**config.mk**
```make
export PLATFORM = sky130hd
export DESIGN_NAME = flit_buffer
export DESIGN_NICKNAME = d
export VERILOG_FILES = /design/src/rtl/flit_buffer_pkg.sv /design/src/rtl/flit_buffer_ram.sv /design/src/rtl/flit_buffer.sv
export SDC_FILE = /design/constraint.sdc
export NUM_CORES = 1
export LEC_CHECK = 0
export BUFFER_PORTS_ARGS = -buffer_cell sky130_fd_sc_hd__buf_2
export CORE_MARGIN = 2
export CORE_UTILIZATION = 65
export CTS_CLUSTER_SIZE = 25
export DETAILED_ROUTE_END_ITERATION = 10
export GPL_ROUTABILITY_DRIVEN = 0
export PLACE_DENSITY = 0.83
export SYNTH_ARGS = -nofsm -noshare
export SYNTH_HDL_FRONTEND = slang
export SYNTH_HIERARCHICAL = 1
export SYNTH_SLANG_ARGS = --single-unit
```
**constraint.sdc**
```tcl
create_clock -name clk -period 6.3 [get_ports clk]
set_input_delay 1.26 -clock clk [delete_from_list [all_inputs] [get_ports clk]]
set_output_delay 1.26 -clock clk [all_outputs]
set_load 0.03 [all_outputs]
```
**src/rtl/flit_buffer_pkg.sv**
```systemverilog
// flit_buffer_pkg: shared widths and flit field offsets for the flit buffer
package flit_buffer_pkg;
  function automatic int flit_w(input int v, input int fpay);
    return 2 + v + fpay;
  endfunction
  function automatic int bv_w(input int v, input int b);
    return v * b;
  endfunction
  function automatic int ptr_w(input int b);
    return $clog2(b);
  endfunction
  function automatic int payload_lsb();
    return 0;
  endfunction
  function automatic int vc_lsb(input int fpay);
    return fpay;
  endfunction
  function automatic int tail_bit(input int v, input int fpay);
    return fpay + v;
  endfunction
  function automatic int hdr_bit(input int v, input int fpay);
    return fpay + v + 1;
  endfunction
endpackage

```
**src/rtl/flit_buffer_ram.sv**
```systemverilog
// fb_sdp_ram: simple dual-port flit RAM with a registered, resettable read port
module fb_sdp_ram #(
  parameter int DEPTH = 8,
  parameter int W = 36,
  parameter int AW = 3
)(
  input  logic          clk,
  input  logic          reset,
  input  logic          we,
  input  logic [AW-1:0] waddr,
  input  logic [W-1:0]  din,
  input  logic          re,
  input  logic [AW-1:0] raddr,
  output logic [W-1:0]  dout
);
  logic [W-1:0] mem [DEPTH];
  // storage is never cleared; a same-address read returns the old word
  always_ff @(posedge clk)
    if (we) mem[waddr] <= din;
  // read register only updates on a valid pop, so dout holds otherwise
  always_ff @(posedge clk)
    if (reset) dout <= '0;
    else if (re) dout <= mem[raddr];
endmodule

```
**src/rtl/flit_buffer.sv**
```systemverilog
// flit_buffer: per-VC flit FIFOs sharing one RAM, with optional SSA pops
module flit_buffer
  import flit_buffer_pkg::*;
#(
  parameter int V = 2,
  parameter int B = 4,
  parameter int Fpay = 32,
  parameter string SSA_EN = "NO",
  localparam int FW = flit_w(V, Fpay),
  localparam int BV = bv_w(V, B),
  localparam int PTRW = ptr_w(B)
)(
  input  logic          clk,
  input  logic          reset,
  input  logic [FW-1:0] din,
  input  logic [V-1:0]  vc_num_wr,
  input  logic          wr_en,
  input  logic [V-1:0]  vc_num_rd,
  input  logic          rd_en,
  input  logic [V-1:0]  ssa_rd,
  output logic [FW-1:0] dout,
  output logic [V-1:0]  vc_not_empty
);
  localparam bit SSA = (SSA_EN == "YES");
  localparam int VW = V > 1 ? $clog2(V) : 1;
  localparam int AW = VW + PTRW;
  logic [V-1:0] rd_vec, pop, wr_ok;
  logic [V-1:0][PTRW-1:0] wr_ptr, rd_ptr;
  logic [VW-1:0] wr_vc, rd_vc;
  assign rd_vec = (rd_en ? vc_num_rd : '0) | (SSA ? ssa_rd : '0);
  // one-hot VC selects to binary indices for RAM addressing
  always_comb begin
    wr_vc = '0;
    rd_vc = '0;
    for (int i = 0; i < V; i++) begin
      wr_vc = wr_vc | (vc_num_wr[i] ? VW'(i) : '0);
      rd_vc = rd_vc | (rd_vec[i] ? VW'(i) : '0);
    end
  end
  for (genvar i = 0; i < V; i++) begin : g_vc
    logic [PTRW-1:0] wp, rp;
    logic [PTRW:0] depth;
    assign pop[i] = rd_vec[i] && depth != '0;
    assign wr_ok[i] = wr_en && vc_num_wr[i] && (depth != (PTRW+1)'(B) || pop[i]);
    assign wr_ptr[i] = wp;
    assign rd_ptr[i] = rp;
    assign vc_not_empty[i] = depth != '0;
    // per-VC pointers wrap modulo B; depth tracks accepted writes minus pops
    always_ff @(posedge clk)
      if (reset) begin
        wp <= '0;
        rp <= '0;
        depth <= '0;
      end else begin
        if (wr_ok[i]) wp <= wp + PTRW'(1);
        if (pop[i]) rp <= rp + PTRW'(1);
        depth <= depth + (PTRW+1)'(wr_ok[i]) - (PTRW+1)'(pop[i]);
      end
  end
  fb_sdp_ram #(.DEPTH(BV), .W(FW), .AW(AW)) u_ram (
    .clk   (clk),
    .reset (reset),
    .we    (|wr_ok),
    .waddr ({wr_vc, wr_ptr[wr_vc]}),
    .din   (din),
    .re    (|pop),
    .raddr ({rd_vc, rd_ptr[rd_vc]}),
    .dout  (dout)
  );
  a_wr_onehot: assert property (@(posedge clk) disable iff (reset) wr_en |-> $onehot0(vc_num_wr));
  a_rd_onehot: assert property (@(posedge clk) disable iff (reset) $onehot0(rd_vec));
endmodule

```
# Yosys cells after proc, flatten, opt, wreduce, memory -nomap -nowiden

Memories as Yosys holds them, arrays and structs flattened. A register that Yosys moved wholly into a read port is not among the register bits.
Index checks and enable logic that the tools add are counted.
W data, S select, Z words.

Add/subtract/negate cells: 8
Multiply operators: 0
Divide/modulo/power cells: 0
Order comparisons: 2
Equal/unequal tests: 2
Shifts and indexed selects: 0
Mux-type cells: 9
Bitwise logic cells: 0
Reduce and logical (&&, ||, !) cells: 12

Operators with widths:

| operator              | number |
|---|---|
| $mux W2               | 5 |
| $add A2 B1 Y2 const B | 4 |
| $add A3 B1 Y3         | 2 |
| $logic_and A1 B1 Y1   | 6 |
| $ne A3 B3 Y1 const B  | 2 |
| $reduce_bool A3 Y1    | 2 |
| $sub A3 B1 Y3         | 2 |
| $lt A1 B2 Y1 const B  | 2 |
| $mux W1               | 4 |
| $reduce_or A2 Y1      | 2 |
| $logic_or A1 B1 Y1    | 2 |

Register bits: 14
Latch bits: 0
Bits in writable memories: 288
ROM bits: 0
Input bits: 46
Word-level logic and storage cells: 40
Memories: 1

Memory list:

| name      | depth | bits a word | read ports | clocked after memory_dff | write ports | RTL line              | RTL |
|---|---|---|---|---|---|---|---|
| u_ram.mem | 8     | 36          | 1          | 1                        | 1           | flit_buffer_ram.sv:16 | `logic [W-1:0] mem [DEPTH];` |

# Depth between registers and ports, before layout

Gate-level depths: netlist (run 1).

Word-level depth: 7
Depth in mapped cells: 10
Gate-level depth less buffers: 9

# Modules after synthesis

The synthesis (run 1) kept the hierarchy.

Modules (own cells, without submodules):

| module      | instances | cells an instance | area an instance (um2) |
|---|---|---|---|
| fb_sdp_ram  | 1         | 671               | 12403.1 |
| flit_buffer | 1         | 100               | 864.6 |

# Worst setup path before layout (run 1)

No wires, ideal clock.

Kind: input to register
Start point: in rd_en
End point: mem u_ram.mem[0][0], enable pin
Data arrival time: 4.231 ns
Setup slack: 1.595 ns
Cell stages on the path: 5
Cells stage by stage: a211oi_2 a21boi_0 o21a_1 nand2b_1 nor3_1

Word-level cells in the longest chain between the ends: 7
Elaborated cells between the ends (all ways): 10

Ends and longest elaborated chain:

| element                         | RTL line              | RTL |
|---|---|---|
| start: declaration              | flit_buffer.sv:19     | `input logic rd_en,` |
| $mux W2 *                       | flit_buffer.sv:30     | `assign rd_vec = (rd_en ? vc_num_rd : '0) \| (SSA ? ssa_rd : '0);` |
| $logic_and A1 B1 Y1             | flit_buffer.sv:43     | `assign pop[i] = rd_vec[i] && depth != '0;` |
| $logic_or A1 B1 Y1              | flit_buffer.sv:44     | `assign wr_ok[i] = wr_en && vc_num_wr[i] && (depth != (PTRW+1)'(B) \|\| pop[i]);` |
| $logic_and A1 B1 Y1             | flit_buffer.sv:44     |  |
| $reduce_or A2 Y1 *              | flit_buffer.sv:63     | `.we (\|wr_ok),` |
| $mux W1 *                       | flit_buffer_ram.sv:19 | `if (we) mem[waddr] <= din;` |
| $mux W1 (not written as such) * | flit_buffer_ram.sv:19 |  |
| end: declaration                | flit_buffer_ram.sv:16 |  |

Mark *: on every way between the ends. The rest lies on a longest branch, timed or not.

# Final worst setup path (run 1)

Start point: in rd_en
End point: mem u_ram.mem[4][9], enable pin

Same word-level chain as after synthesis.

==> reports/metrics.yaml, run 1 <==
outcome:
  status: "completed"
worst_setup_path:
  r2r_start: "g_vc[1].depth[1]$_SDFF_PP0_"
  crit_slowest_cell: "nor3_2"
  critPathRequiredTime_ns: 6.44
  r2r_setup_slack_ns: 3.34
  worstSetupEndpointType: "flip-flop"
  critPathLaunchType: "input pin"
  crit_type: "input pin to flip-flop"
  cp_cell_sequence: "buf_2 > a211oi_2 > a21boi_0 > o21a_1 > nand2_1 > nor3_2 > buf_4"
  slowest_delay_ns: 0.89
  cp_top_family: "simple AND/OR/NAND/NOR gates"
  r2r_cells: 6
  cp_max_fo: 27
  arrival_ns: 3.60
  r2r-end: "u_ram/mem[4][9]$_DFFE_PP_"
  critPathBufInv: 2
min_path:
  hold-path-cell-count: 2
  holdPathEnd: "g_vc[1].rp[0]$_SDFFE_PP0P_"
  hold_path.class: "flip-flop to flip-flop"
  hp-start: "g_vc[1].rp[0]$_SDFFE_PP0P_"
sta:
  period_minus_slack_ns: 3.462
  clock_skew_ns: 0.02715
  tightest_slew_ns: 1.090
  finalCritPeriodShare: 0.5495
  finalSetupTns_ns: 0
  report.final.slew_viol_count: 0
  timing.fmax_mhz: 288.9
  finalHoldViolations: 0
  grt_setup_unrepaired: "no"
  max-slew-margin-rel: 0.2695
  setup_slack_ns: 2.838
  setup_viol: 0
synth:
  synthTopCellsByArea: "edfxtp_1, dfxtp_1, mux2_2"
  syn-cell-area_sq_um: 13270
  synth_top_area_frac: 0.6518
  yosys_register_bits: 338
  yosysUniqueCellTypes: 36
  seq_area_frac_synth: 0.7273
  synth_largest_area_cell: "edfxtp_1"
  synth_edf_count: 288
  yosysWarnings: 6
  syn_area_per_cell_sq_um: 17.21
  synthFlopType: "edfxtp_1"
  async_reset_ff_frac: 0
  syn_nets: 823
  netlist_instances: 771
clocking:
  cts.repair.resized: 0
  cts_sinks: 338
  cts_hold_buf: 0
  postCtsSetupRepairBufs: 0
  clock_latency_ns: 0.52
  clockRootBuffer: "clkbuf_16"
  h-tree-depth: 2
  path_clk_slew_ns: 0.06
  cts_tree: "yes"
  clock_path_buffers: 3
  cts_buffers: 34
layout:
  drive_above_1_share: 0.2857
  n_antenna_cell: 0
  area.growth.synth_to_final_pct: 12.26
  layout.nets: 908
grt:
  grt_max_degree: 113
  grt_pass1_vias: 7359
  grtUsageTotal: 0.2414
  antenna_found_initial: 1
  grt.overflow.total: 0
  grt_pass1_wl_mm: 39.90
route:
  drt_wl_total_mm: 25.64
  drt-vias-per-instance: 6.188
  post_drt_wl_per_cell_microns: 22.25
  drc: 0
  vias: 7128
  ant_nets: 0
  drt_iter0_drc: 502
  drt_first_pass_iters: 5
floorplan:
  start_util: 0.6599
  core_sq_um: 20100
  row_count: 52
  pin_count: 84
  dieArea_sq_um: 21570
  die_h_microns: 146.9
  fp.dieW_microns: 146.9
pwr:
  ir_worst_vdd_v: 0.0002679
  clkPwrFrac: 0.341
  switching_share: 0.2675
  p_int_w: 0.003980
  p_per_area_nw_per_um2: 364.9
  share_seq_of_total_power: 0.487
  comb_power_share: 0.171
  switchingPower_w: 0.001454
  p_leak_nw: 4.942
placed_design:
  place_ws_ns: 2.355
  hpwl_mm: 13.41
  port_buffers: 81
run:
  drv_cap: 0
## worst register-to-register path, delay by kind of cell (launching register included)
kind,cells,cell delay [ns]
flip-flops,1,0.43
AND/OR/NAND/NOR,2,1.11
AO/OA/AOI/OAI,3,0.48
buffers and inverters,1,0.57
## per-layer routing
metal / share of wire / vias to the layer above / GRT usage
li1: - / 3214 / -
met1: 0.40 / 3625 / 0.3052
met2: 0.52 / 234 / 0.4293
met3: 0.057 / 53 / 0.04441
met4: 0.023 / 2 / 0.07184
met5: 0.00051 / - / 0
## logic make-up (layout without fill, tap and decap cells)
group / Yosys count / count (layout) / share of synthesized area
simple gates: 83 / 83 / 0.02895
flops: 338 / 338 / 0.7273
fa+ha+maj: 6 / 6 / 0.006790
xor+xnor: 4 / 4 / 0.002640
buf+inv: 61 / 172 / 0.03178
compound gates: 131 / 131 / 0.08374
mux: 148 / 148 / 0.1188
## area by class of cell
type,count,area [sq um]
flip-flops and latches,338,9649
fillers,1145,5210
multi-input cells,372,3288
clock buffers,48,953.4
repair buffers,95,523.0
well taps,270,337.8
clock inverters,14,86.33
inverters,15,56.30
## power by group through the flow
| stage | registers, W | logic, W | clock network, W |
|---|---|---|---|
| 2_1_floorplan | 0.00281 | 0.000606 | 0 |
| 3_3_place_gp | 0.00268 | 0.000894 | 0 |
| 3_5_place_dp | 0.00269 | 0.000926 | 0 |
| 4_1_cts | 0.00265 | 0.000937 | 0.00188 |
| 5_1_grt | 0.00266 | 0.00100 | 0.00197 |
| 6_report | 0.00265 | 0.000931 | 0.00185 |
## cell usage in the layout, fill, tap and decap left out, drive strengths merged, types with 11 or more instances in the layout
master,count
a211oi,42
nand2,13
mux2i,72
inv,17
a22oi,11
mux2,76
clkinv,11
edfxtp,288
nor2,47
dfxtp,50
a221o,25
clkbuf,48
buf,95
o22ai,25
o221ai,11
## through the flow
stage	instances	cell area (sq um)	utilization	power (W)	hold slack [ns]
6_report	1152	14890	0.7409	0.005434	0.4652
5_1_grt	1152	14890	0.7409	0.005636	0.4735
4_1_cts	1152	14890	0.7409	0.005465	0.4621
3_5_place_dp	1090	13850	0.6891	0.003621	0.4540
3_3_place_gp	1090	13850	0.6891	0.003577	0.4445
2_1_floorplan	771	13270	-	0.003415	0.4319
## cell usage after synthesis, drive strengths merged, types with 11 or more instances
library cell  number
mux2i             72
o22ai             25
nand2             13
edfxtp           288
nor2              47
o221ai            11
mux2              76
inv               15
a221o             25
dfxtp             50
clkbuf            21
buf               25
a22oi             11
a211oi            42
## state kept, by name, indices dropped and copies added, names as in the netlist
| signal | count |
|---|---|
| g_vc.depth | 6 |
| g_vc.rp | 4 |
| g_vc.wp | 4 |
| u_ram/dout | 36 |
| u_ram/mem | 288 |
## worst max-delay path by stage
stage                      from                         end  slack [ns]  cells after the start
after floorplan           rd_en   u_ram/mem[0][0]$_DFFE_PP_        1.59                      5
final                     rd_en   u_ram/mem[4][9]$_DFFE_PP_        2.84                      7
after CTS                 rd_en   u_ram/mem[4][9]$_DFFE_PP_        2.88                      7
after detailed placement  rd_en  u_ram/mem[4][20]$_DFFE_PP_        2.36                      7
after global placement    rd_en  u_ram/mem[4][25]$_DFFE_PP_        2.45                      7
after global routing      rd_en   u_ram/mem[4][5]$_DFFE_PP_        2.71                      7
No activity file was read; power rests on OpenSTA's default activity.
==> run 2: changes to the inputs <==
Settings changed: CORE_UTILIZATION 65 to 60, PLACE_DENSITY 0.83 to 0.77.
Clock period 6.3 ns to 3.4 ns, I/O delays scaled along.
==> run 2 against run 1 <==
Against the previous run: count of clock-buffer cells in the layout is 11 lower; sequential share of layout area is 1.0 points lower; first-iteration DRC count is 32% higher; via count down 0.46%; clock skew decreased by 0.018 ns; combinational power is 93% higher; worst hold slack worse by 0.067 ns; wire length rose by 4.1%; final area is 1.6% higher; register-to-register slack worse by 2.5 ns; critical path depth increased by 2; total power rose by 85%; critical path type is now flip-flop to flip-flop; largest cell class unchanged; highest routed layer unchanged.
==> reports/metrics.yaml, run 2 (synthesis gave the netlist of run 1 again) <==
min_path:
  hp-start: "din[3]"
  holdPathEnd: "u_ram/mem[3][3]$_DFFE_PP_"
  hold-path-cell-count: 1  # -1
  hold_path.class: "input pin to flip-flop"
placed_design:
  post_dp_cell_area_sq_um: 14140  # +2.1%
  hpwl_mm: 14.76  # +10%
  port_buffers: 81  # unchanged
floorplan:
  die_h_microns: 152.7  # +4.0%
  dieArea_sq_um: 23320  # +8.1%
  start_util: 0.6098  # -0.05010
  fp.dieW_microns: 152.7  # +4.0%
  row_count: 54  # +3.8%
  core_sq_um: 21760  # +8.2%
  pin_count: 84  # unchanged
clocking:
  cts_hold_buf: 0  # unchanged
  postCtsSetupRepairBufs: 0  # unchanged
  clockRootBuffer: "clkbuf_16"
  cts_sinks: 338  # unchanged
  path_clk_slew_ns: 0.06  # about the same
  clock_path_buffers: 3  # unchanged
  cts.repair.resized: 0  # unchanged
  cts_buffers: 31  # -8.8%
  h-tree-depth: 1  # -1
  cts_tree: "yes"
  clock_latency_ns: 0.55  # +0.03 ns
route:
  drt-vias-per-instance: 6.059  # -2.1%
  ant_nets: 0  # unchanged
  drt_wl_total_mm: 26.69  # +4.1%
  drt_first_pass_iters: 5  # unchanged
  drc: 0  # unchanged
  post_drt_wl_per_cell_microns: 22.80  # +2.4%
  drt_iter0_drc: 665  # +32%
  vias: 7095  # -0.46%
worst_setup_path:
  r2r_cells: 9  # +3
  crit_type: "flip-flop to flip-flop"
  cp_max_fo: 8  # -70%
  crit_slowest_cell: "o311ai_2"
  slowest_delay_ns: 0.52  # -0.37 ns
  r2r_setup_slack_ns: 0.86  # -2.48 ns
  r2r-end: "g_vc[1].depth[2]$_SDFF_PP0_"
  worstSetupEndpointType: "flip-flop"
  critPathRequiredTime_ns: 3.82  # -2.62 ns
  arrival_ns: 2.95  # -0.65 ns
  critPathLaunchType: "flip-flop"
  cp_cell_sequence: "o311ai_2 > inv_1 > ha_1 > inv_1 > ha_1 > fa_1 > xnor2_1 > xnor2_1 > nor2_1"
  r2r_start: "g_vc[1].depth[2]$_SDFF_PP0_"
layout:
  regMostFlops: "u_ram/mem"
  largest_registers: "u_ram/mem (288), u_ram/dout (36), g_vc.depth (6)"
  fillers: 1374  # +20%
  finalInstanceArea_sq_um: 15130  # +1.6%
  layout.area.seq_sq_um: 9649  # unchanged
  multi_input_area_sq_um: 3303  # +0.46%
  mostFrequentLayoutCell: "edfxtp_1"
  drive_above_1_share: 0.2947  # +0.008999
  final_cell_mix: "edfxtp_1, buf_2, mux2_2"
  layout.nets: 918  # +1.1%
  largest_reg_flops: 288  # unchanged
  area.growth.synth_to_final_pct: 14.01
pwr:
  p_leak_nw: 5.013  # +1.4%
  p_per_area_nw_per_um2: 663.8  # +82%
  ir_worst_vdd_v: 0.0003470  # +30%
  power_w: 0.01004  # +85%
grt:
  grt_pass1_vias: 7470  # +1.5%
  antenna_found_initial: 3  # +2
  grt.overflow.total: 0  # unchanged
  grtUsageTotal: 0.2283  # -0.01305
  grt_pass1_wl_mm: 41.38  # +3.7%
  grt_max_degree: 48  # -58%
sta:
  period_minus_slack_ns: 2.535
  finalSetupTns_ns: 0  # unchanged
  finalCritPeriodShare: 0.7457
  report.final.slew_viol_count: 0  # unchanged
  timing.fmax_mhz: 394.4
  setup_viol: 0  # unchanged
  max-slew-margin-rel: 0.4325  # +0.1631
  clock_skew_ns: 0.009283  # -0.01787 ns
  grt_setup_unrepaired: "no"
  finalHoldViolations: 0  # unchanged
  tightest_slew_ns: 0.8423  # -0.2476 ns
run:
  drv_cap: 0  # unchanged
outcome:
  status: "completed"
[run 2: through the flow]
step	utilization	cells	hold slack (ns)	setup WS, ns
after floorplan	-	771	0.4319	0.2077
after global placement	0.6500	1113	0.4423	0.5886
after detailed placement	0.6500	1113	0.4752	0.4687
after CTS	0.6951	1169	0.3790	0.8723
after global routing	0.6952	1170	0.3876	0.7084
final	0.6953	1171	0.3979	0.8647
[run 2: final cells by class]
type | instances | area share
timing repair buffer | 108 | 0.05178
tap | 280 | 0.02316
antenna | 2 | 0.0003309
inverter | 15 | 0.003722
sequential | 338 | 0.6379
multi-input combinational | 372 | 0.2184
clock buffer | 37 | 0.05343
clock inverter | 19 | 0.01133
[run 2: worst max-delay path by stage]
stage	from	end
final	g_vc[1].depth[2]$_SDFF_PP0_	g_vc[1].depth[2]$_SDFF_PP0_
after global routing	g_vc[1].depth[2]$_SDFF_PP0_	g_vc[1].depth[2]$_SDFF_PP0_
after CTS	g_vc[0].depth[2]$_SDFF_PP0_	g_vc[0].depth[2]$_SDFF_PP0_
after detailed placement	rd_en	u_ram/dout[27]$_SDFFE_PP0P_
after global placement	rd_en	u_ram/dout[3]$_SDFFE_PP0P_
after floorplan	vc_num_wr[1]	u_ram/mem[3][0]$_DFFE_PP_
[run 2: worst max-delay path, delay by kind of cell (launching register included)]
family	cells	cell delay, ns
AO/OA/AOI/OAI	1	0.52
buffers and inverters	2	0.19
adder cells (fa/ha/maj)	3	0.90
flip-flops	1	0.39
AND/OR/NAND/NOR	1	0.05
XOR/XNOR	2	0.35
[run 2: power by group]
part           switching, W  internal, W
Sequential         0.000140      0.00476
Clock               0.00142      0.00192
Combinational       0.00110     0.000700
Total               0.00266      0.00738
[run 2: per-layer routing]
metal,vias to the layer above,wire length (microns),track usage
met2,241,13850,0.3921
met5,-,7,0
met3,55,1544,0.03441
li1,3241,-,-
met1,3556,10760,0.3053
met4,2,539,0.06966
==> run 3: changes to the inputs <==
Clock period 3.4 ns to 2.6 ns, I/O delays scaled along.
==> run 3 against run 2 <==
Against the previous run: worst setup slack got worse by 0.66 ns; total power grew 38%; clock skew is 0.0078 ns higher; largest cell class unchanged.
==> reports/metrics.yaml, run 3 (synthesis gave the netlist of run 1 again) <==
outcome:
  status: "completed"
clocking:
  cts_buffers: 34  # +9.7%
  postCtsSetupRepairBufs: 0  # unchanged
  path_clk_slew_ns: 0.06  # about the same
  cts_sinks: 338  # unchanged
  cts_tree: "yes"
  cts_hold_buf: 0  # unchanged
  clock_latency_ns: 0.52  # -0.03 ns
  h-tree-depth: 2  # +1
  clock_path_buffers: 3  # unchanged
  cts.repair.resized: 0  # unchanged
  clockRootBuffer: "clkbuf_16"
layout:
  layout.nets: 930  # +1.3%
  regMostFlops: "u_ram/mem"
  largest_reg_flops: 288  # unchanged
  mostFrequentLayoutCell: "edfxtp_1"
  drive_above_1_share: 0.3086  # +0.01392
  n_antenna_cell: 0  # -2
  fillers: 1326  # -3.5%
  largest_registers: "u_ram/mem (288), u_ram/dout (36), g_vc.depth (6)"
  finalInstanceArea_sq_um: 15420  # +1.9%
  area.growth.synth_to_final_pct: 16.20
  final_cell_mix: "edfxtp_1, buf_2, mux2_2"
floorplan:
  row_count: 54  # unchanged
  start_util: 0.6098  # unchanged
  core_sq_um: 21760  # unchanged
  fp.dieW_microns: 152.7  # unchanged
  pin_count: 84  # unchanged
  die_h_microns: 152.7  # unchanged
  dieArea_sq_um: 23320  # unchanged
worst_setup_path:
  crit_start: "g_vc[1].depth[1]$_SDFF_PP0_"
  arrival_ns: 2.77  # -0.18 ns
  cp_max_fo: 5  # -3
  worstSetupEndpointType: "flip-flop"
  critPathRequiredTime_ns: 2.97  # -0.85 ns
  critPathLaunchType: "flip-flop"
  r2r_start: "g_vc[1].depth[1]$_SDFF_PP0_"
  crit_type: "flip-flop to flip-flop"
sta:
  finalCritPeriodShare: 0.9202  # +0.1746
  setup_viol: 0  # unchanged
  clock_skew_ns: 0.01705  # +0.007767 ns
  grt_setup_unrepaired: "no"
  timing.fmax_mhz: 417.9  # +6.0%
  finalHoldViolations: 0  # unchanged
  hold_slack_ns: 0.2694  # -0.1285 ns
  max-slew-margin-rel: 0.6491  # +0.2166
  finalSetupTns_ns: 0  # unchanged
  period_minus_slack_ns: 2.393  # -0.1427 ns
  report.final.slew_viol_count: 0  # unchanged
  tightest_slew_ns: 0.5263  # -0.3160 ns
grt:
  grt_pass1_vias: 7585  # +1.5%
  grtUsageTotal: 0.2364  # +0.008057
  grt_pass1_wl_mm: 42.37  # +2.4%
  antenna_found_initial: 2  # -1
  grt.overflow.total: 0  # unchanged
  grt_max_degree: 56  # +17%
pwr:
  power_w: 0.01382  # +38%
  switchingPower_w: 0.003645  # +37%
  clkPwrFrac: 0.362  # +0.029
  switching_share: 0.2638  # -0.001582
  ir_worst_vdd_v: 0.0007029  # +100%
  p_int_w: 0.01017  # +38%
  p_leak_nw: 5.172  # +3.2%
  comb_power_share: 0.173  # -0.006
  share_seq_of_total_power: 0.465  # -0.023
  p_per_area_nw_per_um2: 896.2  # +35%
route:
  drc: 0  # unchanged
  drt-vias-per-instance: 6.086  # +0.45%
  ant_nets: 0  # unchanged
  drt_first_pass_iters: 5  # unchanged
  drt_iter0_drc: 499  # -25%
  post_drt_wl_per_cell_microns: 23.01  # +0.94%
  drt_wl_total_mm: 27.24  # +2.1%
  vias: 7206  # +1.6%
min_path:
  hold_path.class: "input pin to flip-flop"
  hp-start: "din[15]"
run:
  drv_cap: 0  # unchanged
placed_design:
  post_dp_cell_area_sq_um: 14220  # +0.57%
  port_buffers: 81  # unchanged
  hpwl_mm: 15.34  # +3.9%
## run 3: changes by cell type in the layout (fill, tap and decap cells not counted), sizes merged
cell      delta
clkinvlp     -1
bufinv       +1
clkbuf       +6
diode        -2
buf          +9
## run 3: per-layer routing
layer,global-route usage,routed length (microns),vias to the layer above
li1,-,-,3265
met1,0.3034,11050,3648
met2,0.4130,13950,234
met3,0.05006,1660,55
met4,0.06305,562,4
met5,0,23,-
## run 3: through the flow
step           setup WS (ns)  cells    util
6_report              0.2074   1184  0.7087
3_3_place_gp          0.1500   1122  0.6537
2_1_floorplan        -0.4323    771       -
4_1_cts              0.07798   1184  0.7077
5_1_grt              0.05209   1184  0.7087
3_5_place_dp       -0.002346   1122  0.6537
## run 3: cell type report
| class | instances | area, sq um | share of cell area |
|---|---|---|---|
| flip-flops and latches | 338 | 9649 | 0.6259 |
| multi-input cells | 372 | 3323 | 0.2155 |
| clock buffers | 43 | 955.9 | 0.06200 |
| repair buffers | 117 | 863.3 | 0.05600 |
| well taps | 280 | 350.3 | 0.02272 |
| clock inverters | 19 | 219.0 | 0.01420 |
| inverters | 15 | 56.30 | 0.003652 |
## run 3: power groups by stage
stage | combinational (W) | clock [W] | sequential, W
global placement | 0.00229 | 0 | 0.00649
CTS | 0.00240 | 0.00508 | 0.00641
detailed placement | 0.00237 | 0 | 0.00652
global route | 0.00258 | 0.00529 | 0.00645
floorplan | 0.00147 | 0 | 0.00680
finish | 0.00239 | 0.00501 | 0.00642
## run 3: final timing paths
path                                       to  slack [ns]  cells after the start
setup reg to reg  g_vc[1].depth[2]$_SDFF_PP0_        0.21                      9
hold reg to reg    g_vc[1].rp[0]$_SDFFE_PP0P_        0.47                      2
hold / removal     u_ram/mem[6][15]$_DFFE_PP_        0.27                      1
setup / recovery  g_vc[1].depth[2]$_SDFF_PP0_        0.21                      9
## run 3: worst max-delay path, stage by stage, from the launching register on
cell and delay [ns]:
dfxtp_1 0.38, o311ai_4 0.40, inv_1 0.13, ha_1 0.30
inv_1 0.04, ha_1 0.18, fa_1 0.41, xnor2_1 0.20
xnor2_1 0.15, nor2_1 0.06
